## config.mk

```make
export PLATFORM = sky130hd
export DESIGN_NAME = input_port_ctrl
export DESIGN_NICKNAME = d
export VERILOG_FILES = /design/src/rtl/input_port_ctrl.sv
export SDC_FILE = /design/constraint.sdc
export NUM_CORES = 1
export LEC_CHECK = 0
export BUFFER_PORTS_ARGS = -buffer_cell sky130_fd_sc_hd__buf_2
export CORE_UTILIZATION = 30
export DETAILED_ROUTE_END_ITERATION = 8
export GPL_TIMING_DRIVEN = 1
export PLACE_DENSITY = 0.67
export SYNTH_ARGS = -nofsm -noshare
export SYNTH_HDL_FRONTEND = slang
export SYNTH_SLANG_ARGS = --single-unit
```

## constraint.sdc

```tcl
create_clock -name clk -period 2.5 [get_ports clk]
set_input_delay 0.25 -clock clk [delete_from_list [all_inputs] [get_ports clk]]
set_output_delay 0.25 -clock clk [all_outputs]
set_load 0.005 [all_outputs]
```

## src/rtl/input_port_ctrl.sv

```systemverilog
// Router input-port controller.
// It latches the destination of each header flit and asks the arbiter for a
// route. A deny or a timeout causes a back-off and a retry. A grant moves the
// port through PRELOCK and LOCK while the crossbar sends pack, suspend and
// cancel. The data, strobe and forward-control paths pass straight through;
// only the forward control is gated while the port is suspended.
module input_port_ctrl #(
    parameter logic [3:0] LOCAL_Y   = 4'b0010,
    parameter logic [3:0] LOCAL_X   = 4'b0010,
    parameter int         DATAW     = 32'd66,
    parameter int         ADDRYX    = 32'd8,
    parameter int         BWCTRLW   = 32'd3,
    parameter int         MAX_RETRY = 32'd3,
    parameter int         BACKOFF   = 32'd4,
    parameter int         TIMEOUT   = 32'd16,
    localparam int        RETRYW    = (MAX_RETRY < 32'd1) ? 32'd1 : $clog2(MAX_RETRY + 32'd1)
) (
    input  logic               clk,
    input  logic               reset,
    input  logic               input_stb_i,
    input  logic               input_fwd_i,
    input  logic               input_grant_i,
    input  logic               input_deny_i,
    input  logic [BWCTRLW-1:0] input_bwctrl_i,
    input  logic [DATAW-1:0]   input_data_i,
    output logic               input_stb_o,
    output logic               input_fwd_o,
    output logic [DATAW-1:0]   input_data_o,
    output logic               input_request_o,
    output logic [ADDRYX-1:0]  input_address_o,
    output logic               input_local_o,
    output logic               input_pack_o,
    output logic               input_suspend_o,
    output logic               input_cancel_o,
    output logic               input_fail_o,
    output logic [RETRYW-1:0]  input_retry_o
);

    // One shared counter serves both the REQ timeout and the BACKOFF length.
    // The two phases never overlap, and the counter clears on every state change.
    localparam int MAXC = (TIMEOUT > BACKOFF) ? TIMEOUT : BACKOFF;
    localparam int CNTW = $clog2(MAXC + 32'd1);

    localparam logic [ADDRYX-1:0] LOCAL_ADDR = ADDRYX'({LOCAL_Y, LOCAL_X});
    localparam logic [CNTW-1:0]   TIMEOUT_LAST = CNTW'(TIMEOUT - 32'd1);
    localparam logic [CNTW-1:0]   BACKOFF_LAST = CNTW'(BACKOFF - 32'd1);
    localparam logic [RETRYW-1:0] RETRY_MAX    = RETRYW'(MAX_RETRY);

    typedef enum logic [2:0] {
        ST_IDLE    = 3'd0,
        ST_REQ     = 3'd1,
        ST_BACKOFF = 3'd2,
        ST_PRELOCK = 3'd3,
        ST_LOCK    = 3'd4,
        ST_SUSP    = 3'd5,
        ST_FAIL    = 3'd6
    } state_t;

    state_t              state_r;
    state_t              state_nxt_s;
    logic [CNTW-1:0]     cnt_r;
    logic [RETRYW-1:0]   retry_r;
    logic [ADDRYX-1:0]   address_r;
    logic                local_r;
    logic                request_r;
    logic                fail_r;
    logic                pack_r;
    logic                suspend_r;
    logic                cancel_r;
    logic                deny_eff_s;
    logic                bw_pack_s;
    logic                bw_suspend_s;
    logic                bw_cancel_s;

    assign bw_pack_s    = input_bwctrl_i[0];
    assign bw_suspend_s = input_bwctrl_i[1];
    assign bw_cancel_s  = input_bwctrl_i[2];

    // A REQ cycle that reaches the timeout is treated exactly like an arbiter deny.
    assign deny_eff_s = input_deny_i || (cnt_r == TIMEOUT_LAST);

    // Next-state decode; a dropped link outside IDLE overrides every other condition.
    always_comb begin
        state_nxt_s = state_r;
        if ((state_r != ST_IDLE) && !input_stb_i) begin
            state_nxt_s = ST_IDLE;
        end else begin
            case (state_r)
                ST_IDLE: begin
                    if (input_stb_i && input_data_i[DATAW-1]) begin
                        state_nxt_s = ST_REQ;
                    end else begin
                        state_nxt_s = ST_IDLE;
                    end
                end
                ST_REQ: begin
                    if (deny_eff_s) begin
                        if (retry_r < RETRY_MAX) begin
                            state_nxt_s = ST_BACKOFF;
                        end else begin
                            state_nxt_s = ST_FAIL;
                        end
                    end else if (input_grant_i) begin
                        state_nxt_s = ST_PRELOCK;
                    end else begin
                        state_nxt_s = ST_REQ;
                    end
                end
                ST_BACKOFF: begin
                    if (cnt_r == BACKOFF_LAST) begin
                        state_nxt_s = ST_REQ;
                    end else begin
                        state_nxt_s = ST_BACKOFF;
                    end
                end
                ST_PRELOCK: begin
                    if (input_deny_i) begin
                        state_nxt_s = ST_FAIL;
                    end else if (bw_pack_s) begin
                        state_nxt_s = ST_LOCK;
                    end else begin
                        state_nxt_s = ST_PRELOCK;
                    end
                end
                ST_LOCK: begin
                    if (input_deny_i) begin
                        state_nxt_s = ST_FAIL;
                    end else if (bw_cancel_s) begin
                        state_nxt_s = ST_IDLE;
                    end else if (bw_suspend_s) begin
                        state_nxt_s = ST_SUSP;
                    end else begin
                        state_nxt_s = ST_LOCK;
                    end
                end
                ST_SUSP: begin
                    if (bw_cancel_s) begin
                        state_nxt_s = ST_IDLE;
                    end else if (!bw_suspend_s) begin
                        state_nxt_s = ST_LOCK;
                    end else begin
                        state_nxt_s = ST_SUSP;
                    end
                end
                ST_FAIL: begin
                    state_nxt_s = ST_FAIL;
                end
                default: begin
                    state_nxt_s = ST_IDLE;
                end
            endcase
        end
    end

    // State, counters and all registered outputs; outputs follow the next state.
    always_ff @(posedge clk or negedge reset) begin
        if (!reset) begin
            state_r   <= ST_IDLE;
            cnt_r     <= '0;
            retry_r   <= '0;
            address_r <= '0;
            local_r   <= 1'b0;
            request_r <= 1'b0;
            fail_r    <= 1'b0;
            pack_r    <= 1'b0;
            suspend_r <= 1'b0;
            cancel_r  <= 1'b0;
        end else begin
            state_r   <= state_nxt_s;
            request_r <= (state_nxt_s == ST_REQ);
            fail_r    <= (state_nxt_s == ST_FAIL) && (state_r != ST_FAIL);
            pack_r    <= bw_pack_s;
            suspend_r <= bw_suspend_s;
            cancel_r  <= bw_cancel_s;

            if (state_nxt_s != state_r) begin
                cnt_r <= '0;
            end else if ((state_r == ST_REQ) || (state_r == ST_BACKOFF)) begin
                cnt_r <= cnt_r + CNTW'(1);
            end else begin
                cnt_r <= '0;
            end

            if (state_nxt_s == ST_IDLE) begin
                retry_r <= '0;
            end else if ((state_r == ST_REQ) && (state_nxt_s == ST_BACKOFF)) begin
                retry_r <= retry_r + RETRYW'(1);
            end else begin
                retry_r <= retry_r;
            end

            if (state_nxt_s == ST_IDLE) begin
                address_r <= '0;
                local_r   <= 1'b0;
            end else if (state_r == ST_IDLE) begin
                address_r <= input_data_i[2*ADDRYX-1:ADDRYX];
                local_r   <= (input_data_i[2*ADDRYX-1:ADDRYX] == LOCAL_ADDR);
            end else begin
                address_r <= address_r;
                local_r   <= local_r;
            end
        end
    end

    assign input_stb_o     = input_stb_i;
    assign input_data_o    = input_data_i;
    assign input_fwd_o     = input_fwd_i && (state_r != ST_SUSP);
    assign input_request_o = request_r;
    assign input_address_o = address_r;
    assign input_local_o   = local_r;
    assign input_pack_o    = pack_r;
    assign input_suspend_o = suspend_r;
    assign input_cancel_o  = cancel_r;
    assign input_fail_o    = fail_r;
    assign input_retry_o   = retry_r;

endmodule

```

==> flow_summary.rst <==
.. list-table::
   :header-rows: 1

   * - Metric
     - Value
   * - Global-route wire length before repair
     - between 4000 and 5000 microns
   * - WHS Path Cells
     - 1
   * - Peak per-stage delay on the critical path
     - 0.41 ns
   * - Port Buf Inserts
     - between 40 and 50
   * - Grt ovf
     - 0
   * - Number of H-tree levels
     - 1
   * - Net count of the finished layout
     - 251
   * - Final-report max-slew violation count
     - 0
   * - Final Hold Vio Count
     - 0
   * - Worst-case register-to-register setup slack
     - about 0.27 ns
   * - Critical path capture point type
     - flop
   * - Sink count of the clock tree
     - 24
   * - Cell type group with the largest total delay on the critical path
     - simple AND/OR/NAND/NOR gates
   * - Adder-cell share of the synthesized area
     - 2.147%
   * - Critical path buffers and inverters
     - 1
   * - Number of flip-flops and latches in the synthesized netlist
     - 24
   * - Largest vdd supply drop
     - between 0.3 and 0.4 mV
   * - Post-CTS sizing
     - 0
   * - Measured slew at the worst slew-check pin
     - 0.5410 ns
   * - End point of the most critical hold path
     - input_suspend_o$_DFF_PN0_
   * - F_max
     - 0.4481 GHz
   * - Data arrival time of the critical path
     - 2.38 ns
   * - CTS Hold Bufs
     - 1
   * - RSZ-0062 raised after global routing
     - no
   * - Library cell contributing the largest single delay on the critical path
     - sky130_fd_sc_hd__dfrtp_1
   * - Last weighted congestion value of the routability-driven placer
     - 0.8558
   * - Syn. warnings
     - 0
   * - Launch point of the worst reg-to-reg path
     - cnt_r[0]$_DFF_PN0_
   * - Maximum number of pins on one net before global-route repair
     - 25
   * - Max-slew headroom
     - a little under two thirds
   * - Die Ht
     - 78.33 microns
   * - Final count of negative-setup-slack endpoints
     - 0
   * - Core outline area
     - approximately 5600 sq um
   * - Largest driver fanout on the critical path
     - 11
   * - Initial Utilization
     - about a third
   * - Routed wire length
     - 3040 microns
   * - Number of enable-type register cells in the synthesized netlist
     - 0
   * - Library cell used as clock root buffer
     - sky130_fd_sc_hd__clkbuf_8
   * - Area fraction in and, or, nand and nor cells after synthesis
     - between 10% and 20%
   * - GRT Util Overall
     - around a tenth
   * - Post-Synthesis Mean Instance Area
     - approximately 9.1 sq um
   * - Sequential cell area fraction in the yosys report
     - about 34%
   * - Post-route minimum period
     - ~2.2 ns
   * - Post-Syn Area
     - around 1700 sq um
   * - Multiplexer fraction of the synthesized cell area
     - ~1.4%
   * - Clock tree skew after final layout
     - 0.005728 ns
   * - Total die area
     - 6136 sq um
   * - Worst min-delay path category
     - in -> reg
   * - Layout area overhead
     - -6.800%
   * - FFs w/ async S/R, synth
     - between 90% and 100%
   * - Outcome
     - complete, no violations
   * - Boundary pin count
     - about 160
   * - Total negative slack for setup checks
     - 0 ns
   * - Xor/xnor share of the synthesized area
     - 1.002%
   * - Post-CTS clock slew at the launch and capture registers of the worst setup and hold paths
     - about 0.08 ns
   * - # Max-Cap Violations
     - 0
   * - Fraction of layout instances using a drive strength above 1
     - 34.30%
   * - Number of iterations in the first detailed-routing pass
     - 4
   * - Worst R2R Path Depth
     - 9
   * - Most used cell along the critical path
     - sky130_fd_sc_hd__ha_1
   * - Die width
     - between 70 and 80 microns
   * - Crit Reg-Reg Endpoint
     - input_address_o[6]$_DFFE_PN0P_
   * - Vias per Instance
     - 4.660
   * - Drt drc
     - 0
   * - Overall via count from detail_route
     - approximately 1100
   * - Number of global-route vias before repair
     - around 1000
   * - TritonCTS clock tree
     - built
   * - Cell count after synthesis
     - between 150 and 200
   * - Worst Min Path Start
     - input_bwctrl_i[1]
   * - Inserted Clock Buffers
     - 3
   * - Design Power
     - between 1.5 and 2 mW
   * - Initial antenna violation count
     - 0
   * - Clk Latency, worst-skew pair
     - ~0.26 ns
   * - Leading cell type in the layout, fill and taps excluded
     - sky130_fd_sc_hd__buf_2
   * - Path type of the worst setup path
     - reg -> reg
   * - Predominant post-synthesis flop cell
     - sky130_fd_sc_hd__dfrtp_1
   * - Series of cell instances along the critical path
     - ha_1 > and3_1 > ha_1 > nor3_1 > o32ai_1 > or2_4 > o31ai_2 > buf_4 > a21oi_1
   * - Site Rows
     - 27
   * - Main combinational cell family by area after synthesis
     - buffers and inverters
   * - Post-CTS Setup Repair Bufs
     - 0
   * - Final antenna diode count
     - 0
   * - Post-route clock period utilization
     - 89.27%
   * - Routed len/inst
     - ~12 microns
   * - Power density of the placed cells
     - 999.6 nW/um^2
   * - Startpoint types
     - flop
   * - Leading cell types in the layout, fill and taps excluded
     - sky130_fd_sc_hd__buf_2, sky130_fd_sc_hd__dfrtp_1, sky130_fd_sc_hd__nand2_1
   * - Remaining number of nets flagged by the antenna check after routing
     - 0
   * - Synthesized-area fraction occupied by ao, oa, aoi and oai cells
     - 11.67%
   * - Number of nets in the synthesized netlist
     - 270
   * - Number of different library cells in the post-synthesis netlist
     - 42
   * - Leakage power summed over all cells
     - 0.7727 nW
   * - Number of DRC markers after the initial detailed-route iteration
     - 73
   * - Bufs on Longest Clock Path
     - 2
   * - Required time worst endpoint
     - approximately 2.7 ns
   * - DPL Wire Length
     - ~2300 microns
how the worst max path moves through the flow:
stage / startpoint / end / slack [ns] / cells after the start
2_1_floorplan: cnt_r[0]$_DFF_PN0_ / input_retry_o[1]$_DFFE_PN0P_ / 0.40 / 9
3_3_place_gp: cnt_r[0]$_DFF_PN0_ / input_retry_o[1]$_DFFE_PN0P_ / 0.33 / 9
3_5_place_dp: cnt_r[0]$_DFF_PN0_ / input_address_o[6]$_DFFE_PN0P_ / 0.29 / 9
4_1_cts: cnt_r[0]$_DFF_PN0_ / input_address_o[6]$_DFFE_PN0P_ / 0.26 / 9
5_1_grt: cnt_r[0]$_DFF_PN0_ / input_address_o[6]$_DFFE_PN0P_ / 0.07 / 9
6_report: cnt_r[0]$_DFF_PN0_ / input_address_o[6]$_DFFE_PN0P_ / 0.27 / 9
Yosys cell counts, types with 2 or more instances:
cell type | n | area, sq um
sky130_fd_sc_hd__nor3_1 | 7 | 35.03
sky130_fd_sc_hd__inv_1 | 7 | 26.28
sky130_fd_sc_hd__a21oi_1 | 11 | 55.05
sky130_fd_sc_hd__nand2_1 | 21 | 78.83
sky130_fd_sc_hd__and2_1 | 2 | 12.51
sky130_fd_sc_hd__dfrtp_1 | 24 | 600.6
sky130_fd_sc_hd__ha_1 | 3 | 37.54
sky130_fd_sc_hd__buf_2 | 3 | 15.01
sky130_fd_sc_hd__buf_4 | 68 | 510.5
sky130_fd_sc_hd__or3_1 | 2 | 12.51
sky130_fd_sc_hd__nor2_1 | 4 | 15.01
sky130_fd_sc_hd__nand2b_1 | 3 | 18.77
sky130_fd_sc_hd__o21ai_0 | 5 | 25.02
sky130_fd_sc_hd__nand3_1 | 3 | 15.01
sky130_fd_sc_hd__nor4b_1 | 2 | 17.52
power breakdown:
group | total (mW) | internal (mW) | leakage (nW) | switching (mW)
Clock | 0.332 | 0.214 | 0.0357 | 0.118
Combinational | 0.741 | 0.296 | 0.416 | 0.445
Sequential | 0.555 | 0.464 | 0.321 | 0.0914
final cells by class:
| cell class | count | area, sq um |
|---|---|---|
| clock buffers | 3 | 41.29 |
| clock inverters | 1 | 30.03 |
| fillers | 594 | 3945 |
| inverters | 7 | 26.28 |
| multi-input cells | 90 | 595.6 |
| flip-flops and latches | 24 | 600.6 |
| well taps | 72 | 90.09 |
| repair buffers | 47 | 245.2 |
per-layer routing:
metal  global-route usage, %  share of wire, %  vias to the layer above
met5                       0                 0                        -
met4                   8.148               3.4                        0
met3                   1.860               8.1                       20
met1                   13.19                44                      530
met2                   15.18                45                       48
li1                        -                 -                      539
flip-flops by register name, summed over array words and instances (netlist names):
| signal | cells |
|---|---|
| input_address_o | 8 |
| cnt_r | 5 |
| state_r | 3 |
| input_retry_o | 2 |
| input_cancel_o | 1 |
| input_fail_o | 1 |
| input_local_o | 1 |
| input_pack_o | 1 |
| input_request_o | 1 |
| input_suspend_o | 1 |
stage by stage:
step | instances | utilization (%) | hold WS [ns] | cell area, sq um | worst slack [ns]
global route | 244 | 29.23 | 0.08865 | 1629 | 0.06638
detailed placement | 239 | 27.77 | 0.2712 | 1548 | 0.2865
global placement | 239 | 27.77 | 0.2533 | 1548 | 0.3336
CTS | 244 | 29.23 | 0.09735 | 1629 | 0.2579
finish | 244 | 29.23 | 0.1032 | 1629 | 0.2682
floorplan | 192 | - | -0.04559 | 1748 | 0.4025
kinds of logic after synthesis:
family / count (synthesis)
AO/OA/AOI/OAI: 28
XOR/XNOR: 2
adder cells (fa/ha/maj): 3
buffers and inverters: 78
flip-flops: 24
multiplexers: 2
AND/OR/NAND/NOR: 55
Note: power is estimated with default switching activity, not from simulation.
